===== src/rtl/sample_writer.sv =====
// sample_writer: ADC-side producer for the ping-pong sample buffer.
// Captures 10-bit ADC words on writeClock and drives the buffer write port.
// Capture starts and stops on the synchronised collect request, and stops only
// on block boundaries. Buffer overflow is latched because the buffer clears its
// own flag once writing stops.
//
// Optional feature: define SAMPLE_WRITER_TEST_PATTERN_EN to build the 10-bit
// test-pattern counter, selected by testMode when capture starts.
//
// Ports:
//   writeClock      ADC sample clock
//   nReset          asynchronous, active-low reset
//   collectData     capture request (asynchronous, USB domain)
//   testMode        select test pattern (pattern build only)
//   adcData         raw ADC word, valid every writeClock
//   bufferOverflow  overflow flag from buffer (writeClock domain)
//   isWriting       buffer write request, one word per cycle while high
//   dataOut         word to buffer, qualified by isWriting
//   captureActive   high in DISCARD, CAPTURE and DRAIN
//   overflowLatched sticky overflow indicator, cleared on next start
//   blockCount      completed blocks since capture start (wraps)
module sample_writer #(
  parameter int unsigned DISCARD_SAMPLES = 16,
  parameter int unsigned BLOCK_WORDS     = 8192,
  parameter int unsigned SYNC_STAGES     = 2
) (
  input  logic        writeClock,
  input  logic        nReset,
  input  logic        collectData,
  input  logic        testMode,
  input  logic [9:0]  adcData,
  input  logic        bufferOverflow,
  output logic        isWriting,
  output logic [9:0]  dataOut,
  output logic        captureActive,
  output logic        overflowLatched,
  output logic [15:0] blockCount
);

  localparam int unsigned DATA_W = 10;
  localparam int unsigned WC_W   = $clog2(BLOCK_WORDS);
  localparam int unsigned DC_W   = $clog2(DISCARD_SAMPLES + 1);
  localparam int unsigned BC_W   = 16;

  localparam logic [WC_W-1:0] WC_LAST = WC_W'(BLOCK_WORDS - 1);
  localparam logic [DC_W-1:0] DC_LAST = DC_W'(DISCARD_SAMPLES - 1);

  typedef enum logic [2:0] {
    IDLE    = 3'd0,
    DISCARD = 3'd1,
    CAPTURE = 3'd2,
    DRAIN   = 3'd3,
    ERROR   = 3'd4
  } state_t;

  state_t                  state_q;
  logic [SYNC_STAGES-1:0]  sync_q;
  logic [DC_W-1:0]         discard_cnt_q;
  logic [WC_W-1:0]         word_count_q;
  logic [BC_W-1:0]         block_count_q;
  logic                    is_writing_q;
  logic                    capture_active_q;
  logic                    overflow_q;
  logic [DATA_W-1:0]       data_out_q;

  logic collect_sync;
  logic start;
  logic block_done;

  assign collect_sync = sync_q[SYNC_STAGES-1];
  assign start        = (state_q == IDLE) && collect_sync;
  // The word presented this cycle is the last of its block and is written at this edge.
  assign block_done   = is_writing_q && (word_count_q == WC_LAST);

  // Collect request synchroniser
  always_ff @(posedge writeClock or negedge nReset) begin
    if (!nReset) sync_q <= '0;
    else         sync_q <= {sync_q[SYNC_STAGES-2:0], collectData};
  end

  // Capture FSM with registered write request, status and word/block counters.
  // isWriting follows the state register, so a stop decision taken at the edge
  // that writes the last word of a block leaves no stray word in the buffer.
  always_ff @(posedge writeClock or negedge nReset) begin
    if (!nReset) begin
      state_q          <= IDLE;
      discard_cnt_q    <= '0;
      word_count_q     <= '0;
      block_count_q    <= '0;
      is_writing_q     <= 1'b0;
      capture_active_q <= 1'b0;
      overflow_q       <= 1'b0;
    end else begin
      if (is_writing_q) begin
        word_count_q <= word_count_q + WC_W'(1);
        if (block_done) block_count_q <= block_count_q + BC_W'(1);
      end

      case (state_q)
        IDLE: begin
          if (collect_sync) begin
            state_q          <= DISCARD;
            discard_cnt_q    <= '0;
            word_count_q     <= '0;
            block_count_q    <= '0;
            overflow_q       <= 1'b0;
            capture_active_q <= 1'b1;
          end
        end

        DISCARD: begin
          if (!collect_sync) begin
            state_q          <= IDLE;
            capture_active_q <= 1'b0;
          end else if (discard_cnt_q == DC_LAST) begin
            state_q      <= CAPTURE;
            is_writing_q <= 1'b1;
          end else begin
            discard_cnt_q <= discard_cnt_q + DC_W'(1);
          end
        end

        CAPTURE: begin
          if (bufferOverflow) begin
            state_q          <= ERROR;
            is_writing_q     <= 1'b0;
            capture_active_q <= 1'b0;
            overflow_q       <= 1'b1;
          end else if (!collect_sync) begin
            // Stopping right after a block's last word leaves nothing to drain.
            if (block_done) begin
              state_q          <= IDLE;
              is_writing_q     <= 1'b0;
              capture_active_q <= 1'b0;
            end else begin
              state_q <= DRAIN;
            end
          end
        end

        DRAIN: begin
          if (bufferOverflow) begin
            state_q          <= ERROR;
            is_writing_q     <= 1'b0;
            capture_active_q <= 1'b0;
            overflow_q       <= 1'b1;
          end else if (block_done) begin
            state_q          <= IDLE;
            is_writing_q     <= 1'b0;
            capture_active_q <= 1'b0;
          end
        end

        ERROR: begin
          if (!collect_sync) state_q <= IDLE;
        end

        default: begin
          state_q          <= IDLE;
          is_writing_q     <= 1'b0;
          capture_active_q <= 1'b0;
        end
      endcase
    end
  end

`ifdef SAMPLE_WRITER_TEST_PATTERN_EN
  logic              test_mode_q;
  logic [DATA_W-1:0] pattern_q;
  logic [DATA_W-1:0] pattern_d;

  // pattern_q counts words written; pattern_d is the index of the word being loaded.
  always_comb begin
    pattern_d = pattern_q + DATA_W'(is_writing_q);
    if (start) pattern_d = '0;
  end

  // Data path: registered ADC word or test counter
  always_ff @(posedge writeClock or negedge nReset) begin
    if (!nReset) begin
      test_mode_q <= 1'b0;
      pattern_q   <= '0;
      data_out_q  <= '0;
    end else begin
      if (start) test_mode_q <= testMode;
      pattern_q  <= pattern_d;
      data_out_q <= test_mode_q ? pattern_d : adcData;
    end
  end
`else
  logic unused_test_mode;
  assign unused_test_mode = testMode;

  // Data path: registered ADC word
  always_ff @(posedge writeClock or negedge nReset) begin
    if (!nReset) data_out_q <= '0;
    else         data_out_q <= adcData;
  end
`endif

  assign isWriting       = is_writing_q;
  assign dataOut         = data_out_q;
  assign captureActive   = capture_active_q;
  assign overflowLatched = overflow_q;
  assign blockCount      = block_count_q;

endmodule

===== config.mk =====
export PLATFORM = sky130hd
export DESIGN_NAME = sample_writer
export DESIGN_NICKNAME = d
export VERILOG_FILES = /design/src/rtl/sample_writer.sv
export SDC_FILE = /design/constraint.sdc
export NUM_CORES = 1
export LEC_CHECK = 0
export CORE_ASPECT_RATIO = 1.5
export CORE_UTILIZATION = 62
export DETAILED_ROUTE_END_ITERATION = 10
export DONT_BUFFER_PORTS = 1
export PLACE_DENSITY_LB_ADDON = 0.1
export SLEW_MARGIN = 40
export SYNTH_ARGS = -nofsm -noshare
export SYNTH_HDL_FRONTEND = slang
export SYNTH_SLANG_ARGS = --single-unit

===== constraint.sdc =====
create_clock -name writeClock -period 2.78 [get_ports writeClock]
set_clock_uncertainty 0.2 [all_clocks]
set_input_delay 0.834 -clock writeClock [delete_from_list [all_inputs] [get_ports writeClock]]
set_output_delay 0.834 -clock writeClock [all_outputs]
set_load 0.005 [all_outputs]

### After elaboration in Yosys (flattened, before gate mapping)

Index checks and enable logic that the tools add are counted.

* flip-flop bits (word level): 52
* input port bits: 15
* logic and storage cells: 79

* $add $sub $neg: 3
* eq/ne operators: 16
* multiplexer cells: 38
* bitwise logic cells: 2
* reductions and logical operators: 11

Operators with widths (number)
* 16-bit two-way mux: 4
* 13-bit two-way mux: 3
* 3-bit two-way mux: 8
* 16-bit by 1-bit adder with 16-bit output, second input constant: 1
* 5-bit two-way mux: 3
* 3-bit one-hot mux with 5 select lines: 1
* 1-bit two-way mux: 14
* 13-bit by 1-bit adder with 13-bit output, second input constant: 1
* 13-bit equality test, second input constant: 1
* 2-bit != test, second input constant: 6
* 4-bit AND reduction: 3
* 5-bit one-hot mux with 2 select lines: 1
* 3-bit != test, second input constant: 3
* 3-bit by 2-bit equality test with 1-bit output, second input constant: 2
* 5-bit by 1-bit adder with 5-bit output, second input constant: 1
* 5-bit by 4-bit equality test with 1-bit output, second input constant: 1
* 1-bit one-hot mux with 5 select lines: 1
* 5-bit AND reduction: 1
* 1-bit one-hot mux with 4 select lines: 1
* 2-bit nonzero test: 2
* 2-bit OR reduction: 2
* 3-bit by 1-bit equality test with 1-bit output, second input constant: 1
* 3-bit equality test, second input constant: 1
* 3-bit logical NOT: 1
* other kinds (6): 7

### Depth between registers and ports, before layout

* depth in word-level cells: 6
* depth in mapped cells: 7
* gate-level depth less buffers: 7

### Worst setup path after synthesis

OpenSTA, ideal clock, no wires.

* kind: register to register
* start point: reg word_count_q[0]
* end point: reg state_q[0]
* setup time: 126 ps
* data arrival time: 1881 ps
* data required time: 2454 ps
* path slack: 573 ps
* cell stages (with the launch flop): 7
* buffers on the path: 1
* clock period less this slack: 2207 ps
* cell sequence: dfrtp_1 > ha_1 > nand4_2 > or4_4 > buf_2 > and3_1 > o32a_1

* word-level cells in the longest chain between the ends: 6

RTL lines
* from (decl): RTL line 59 `logic [WC_W-1:0] word_count_q;`
* from (signal assigned): RTL line 95 `word_count_q <= word_count_q + WC_W'(1);`
* 13-bit equality test (*): RTL line 73 `assign block_done = is_writing_q && (word_count_q == WC_LAST);`
* 1-bit logical AND (*): RTL line 73
* 2-bit two-way mux: RTL line 131 `if (block_done) begin`
* 3-bit two-way mux: RTL line 129 `end else if (!collect_sync) begin`
* 3-bit two-way mux: RTL line 124 `if (bufferOverflow) begin`
* 3-bit one-hot mux with 5 select lines: RTL line 99 `case (state_q)`
* to (signal assigned): RTL line 102 `state_q <= DISCARD;`
* to (signal assigned): RTL line 125 `state_q <= ERROR;`
* to (signal assigned): RTL line 132 `state_q <= IDLE;`
* to (decl): RTL line 56 `state_t state_q;`

Mark *: on every way between the ends. The rest lies on a longest branch, timed or not. The select of a mux whose other input is x is not followed.
A chain may end at the register's enable or synchronous reset.

### Worst setup path in the final report

* start point: reg word_count_q[0]
* end point: reg block_count_q[12], in the netlist blockCount[12]

* word-level cells in the longest chain between the ends: 6

RTL lines
* 13-bit equality test (*): RTL line 73
* 1-bit logical AND (*): RTL line 73
* 16-bit two-way mux (*): RTL line 96 `if (block_done) block_count_q <= block_count_q + BC_W'(1);`
* 16-bit two-way mux (*): RTL line 94 `if (is_writing_q) begin`
* 16-bit two-way mux: RTL line 101 `if (collect_sync) begin`
* 16-bit two-way mux (*): RTL line 99
* to (signal assigned): RTL line 96
* to (decl): RTL line 60 `logic [BC_W-1:0] block_count_q;`

Mark *: on every way between the ends. The rest lies on a longest branch, timed or not.

==> summary.md <==
| Metric | Value |
|---|---|
| CP max stage cell | `or4_4` |
| Max VDD drop | `0.000568 V` |
| Synth Cell Area | `approximately 2400 µm²` |
| Drt pass-1 iters | `4` |
| Clk_lat worst skew | `a little over 300 ps` |
| Final setup fails | `0` |
| Type of origin of the critical path | `register` |
| Post-Route WL | `4910 µm` |
| Most common flop cell mapped by yosys | `dfrtp_1` |
| Adder-cell share of the synthesized area | `0.0204` |
| Status | `finished clean` |
| ANT cells | `0` |
| Finished Core Util | `0.701` |
| Vias in the first global route | `1,878` |
| CTS Buf Count | `5` |
| CP delay by family, top | `simple AND/OR/NAND/NOR gates` |
| Critical Path Sink Type | `register` |
| Initial antenna violation count | `0` |
| Worst min-delay path class | `input pin to async pin` |
| Starting DRT DRC Count | `56` |
| Placed Area | `2470 µm²` |
| #FFs+latches synth | `52` |
| Critical Path Max Stage Delay | `620 ps` |
| CTS-repair resized insts | `0` |
| Fillers | `273` |
| CP Class | `register to register` |
| Minimum clock period | `~2500 ps` |
| Number of synthesized flops with an enable pin | `0` |
| Syn Inst Count | `about 240` |
| Remaining DRCs | `0` |
| Post-Place Cells | `276` |
| CP bufs+invs | `0` |
| Non-Filler Instances | `around 290` |
| Reg-to-Reg Start | `word_count_q[0]` |
| Synth unique cells | `40` |
| Ys async rst share | `1.00` |
| Xor and xnor fraction of the mapped netlist area | `0.0572` |
| Setup TNS | `0 ps` |
| FF+latch area | `1300 µm²` |
| Synth warnings | `0` |
| Largest net degree at the start of global routing | `40` |
| Clock transition at path regs | `roughly 90 ps` |
| Layout area overhead | `6.28%` |
| Routed vias | `1,859` |
| Syn nets | `260` |
| Synth Area in Simple Gates | `0.234` |
| Die Height | `between 70 and 80 µm` |
| Met3 Track Usage GR | `0.0556` |
| Mux cell area share after synthesis | `0.00817` |
| R2R setup slack | `330 ps` |
| Pwr Density | `610 nW/µm²` |
| Synth Area in Compound Gates | `0.108` |
| Core ar. | `3720 µm²` |
| Met2 usage | `0.469` |
| WL/cell | `approximately 17 µm` |
| Grt ovf | `0` |
| Routability cong. | `0.816` |
| Post-DRT Antenna Nets | `0` |
| RSZ-0062 raised after global routing | `no` |
| Max-slew headroom | `0.574` |
| Max Clk Rate | `408 MHz` |
| Input/output buffers | `0` |
| Multi-input gate area | `1050 µm²` |
| Clock Sinks | `52` |
| Grt met1 use | `0.294` |
| Slew Limit Fails | `0` |
| Max-capacitance violation count | `0` |
| Largest family of logic cells by synthesized area | `simple AND/OR/NAND/NOR gates` |
| Hold slack final | `approximately 15 ps` |
| Final Net Count | `262` |
| Cell Rows | `27` |
| H-tree levels | `2` |
| Crit path cell chain | `ha_1 -> nand4_2 -> or4_4 -> or4_1 -> a21oi_1` |
| Register area share after synthesis | `0.531` |
| Mean Syn Cell Area | `10.2 µm²` |
| Final Hold Violating Endpoints | `0` |
| Finished Cell Area | `2600 µm²` |
| CP Data Arrival Time | `around 2500 ps` |
| Clock Path Buffers | `2` |
| DR vias/cell | `around 6.5` |
| Initial Utilization | `0.659` |
| Global-route wire length before repair | `8190 µm` |
| CP Data Required Time | `between 2000 and 3000 ps` |
| Final period utilization | `0.882` |
| Worst slew pin tran | `636 ps` |
| Ports | `44` |
| Leakage Power | `1.10 nW` |
| Clk Tree Root Cell | `clkbuf_8` |
| Crit path launch | `word_count_q[0]` |
| GR peak layer | `met2` |
| Layout cell share with drive strength beyond 1 | `0.107` |
| Worst-path fanout max | `14` |
| Die X | `53.3 µm` |
| Dpl hpwl | `roughly 3300 µm` |
| Total GRT Usage | `0.266` |
| CTS tree | `built` |
| Die area | `4210 µm²` |
==> path summary, 6_finish.rpt <==
| path | end | depth (start not counted) |
|---|---|---|
| setup / recovery | blockCount[12] | 5 |
| hold / removal | discard_cnt_q[4] | 0 |
| setup reg to reg | blockCount[12] | 5 |
| hold reg to reg | sync_q[1] | 0 |
| max in group asynchronous | blockCount[5] | 1 |
| min in group writeClock | sync_q[1] | 0 |
==> where the power goes <==
part           switching (W)  internal [W]
Clock               0.000249      0.000179
Combinational       0.000150      0.000102
Sequential         0.0000824      0.000825
==> flip-flops by register name, summed over array words and instances (netlist names) <==
register         cells
discard_cnt_q        5
sync_q               2
captureActive        1
word_count_q        13
dataOut             10
blockCount          16
isWriting            1
overflowLatched      1
state_q              3
==> cells by family after synthesis <==
group,after synthesis
simple gates,101
flops,52
compound gates,44
buf+inv,22
xor+xnor,16
fa+ha+maj,4
mux,2
==> synthesized netlist by cell type (3+ instances only) <==
library cell	number	area (µm²)
a21oi_1	16	80.1
and3_1	3	18.8
clkbuf_1	8	30.0
dfrtp_1	52	1300
ha_1	4	50.1
inv_1	11	41.3
nand2_1	13	48.8
nand3_1	13	65.1
nand4_1	9	56.3
nor2_1	24	90.1
nor3_1	4	20.0
nor4_1	3	18.8
o21ai_0	10	50.1
o31ai_1	7	52.6
or2_2	3	18.8
or3_1	6	37.5
or4_1	8	60.1
xnor2_1	8	70.1
xor2_1	8	70.1
==> through the flow <==
step,power (W),worst slack (ps)
after floorplan,0.00110,573
after global placement,0.00114,485
after detailed placement,0.00116,377
after CTS,0.00159,320
after global routing,0.00168,226
final,0.00159,327
==> metal layers <==
layer  part of all wire  wire length, µm
met1               0.37             1820
met2               0.55             2700
met3              0.056              274
met4              0.023              114
met5                  0                0
==> cells in the final DEF, fill, tap and decap left out, types with 2 or more instances in the layout <==
cell type       n
a211oi_1        2
a21oi_1        16
a31oi_1         2
and3_1          3
and4_1          2
buf_4           3
clkbuf_8        5
dfrtp_1        52
dlygate4sd3_1   2
ha_1            4
inv_1          11
mux2i_1         2
nand2_1        13
nand3_1        13
nand4_1         9
nand4_2         2
nor2_1         24
nor3_1          3
nor4_1          3
o21ai_0        10
o22ai_1         2
o31ai_1         7
or2_2           3
or3_1           6
or3_2           2
or3b_2          2
or4_1           8
or4_4           2
xnor2_1         8
xor2_1          8
==> area by class of cell <==
type                    instances  share of cell area
flip-flops and latches         52               0.500
multi-input cells             167               0.405
clock buffers                   5              0.0264
repair buffers                  6              0.0240
well taps                      43              0.0207
inverters                      11              0.0159
clock inverters                 3             0.00817
==> what timing repair did <==
| item | in CTS | in global routing |
|---|---|---|
| hold buffers | 1 | 2 |
| endpoints found under the hold margin | 14 | 29 |
| endpoints found under the setup margin | 0 | 0 |
| setup buffers | 0 | 0 |
Note: power is estimated with default switching activity, not from simulation.
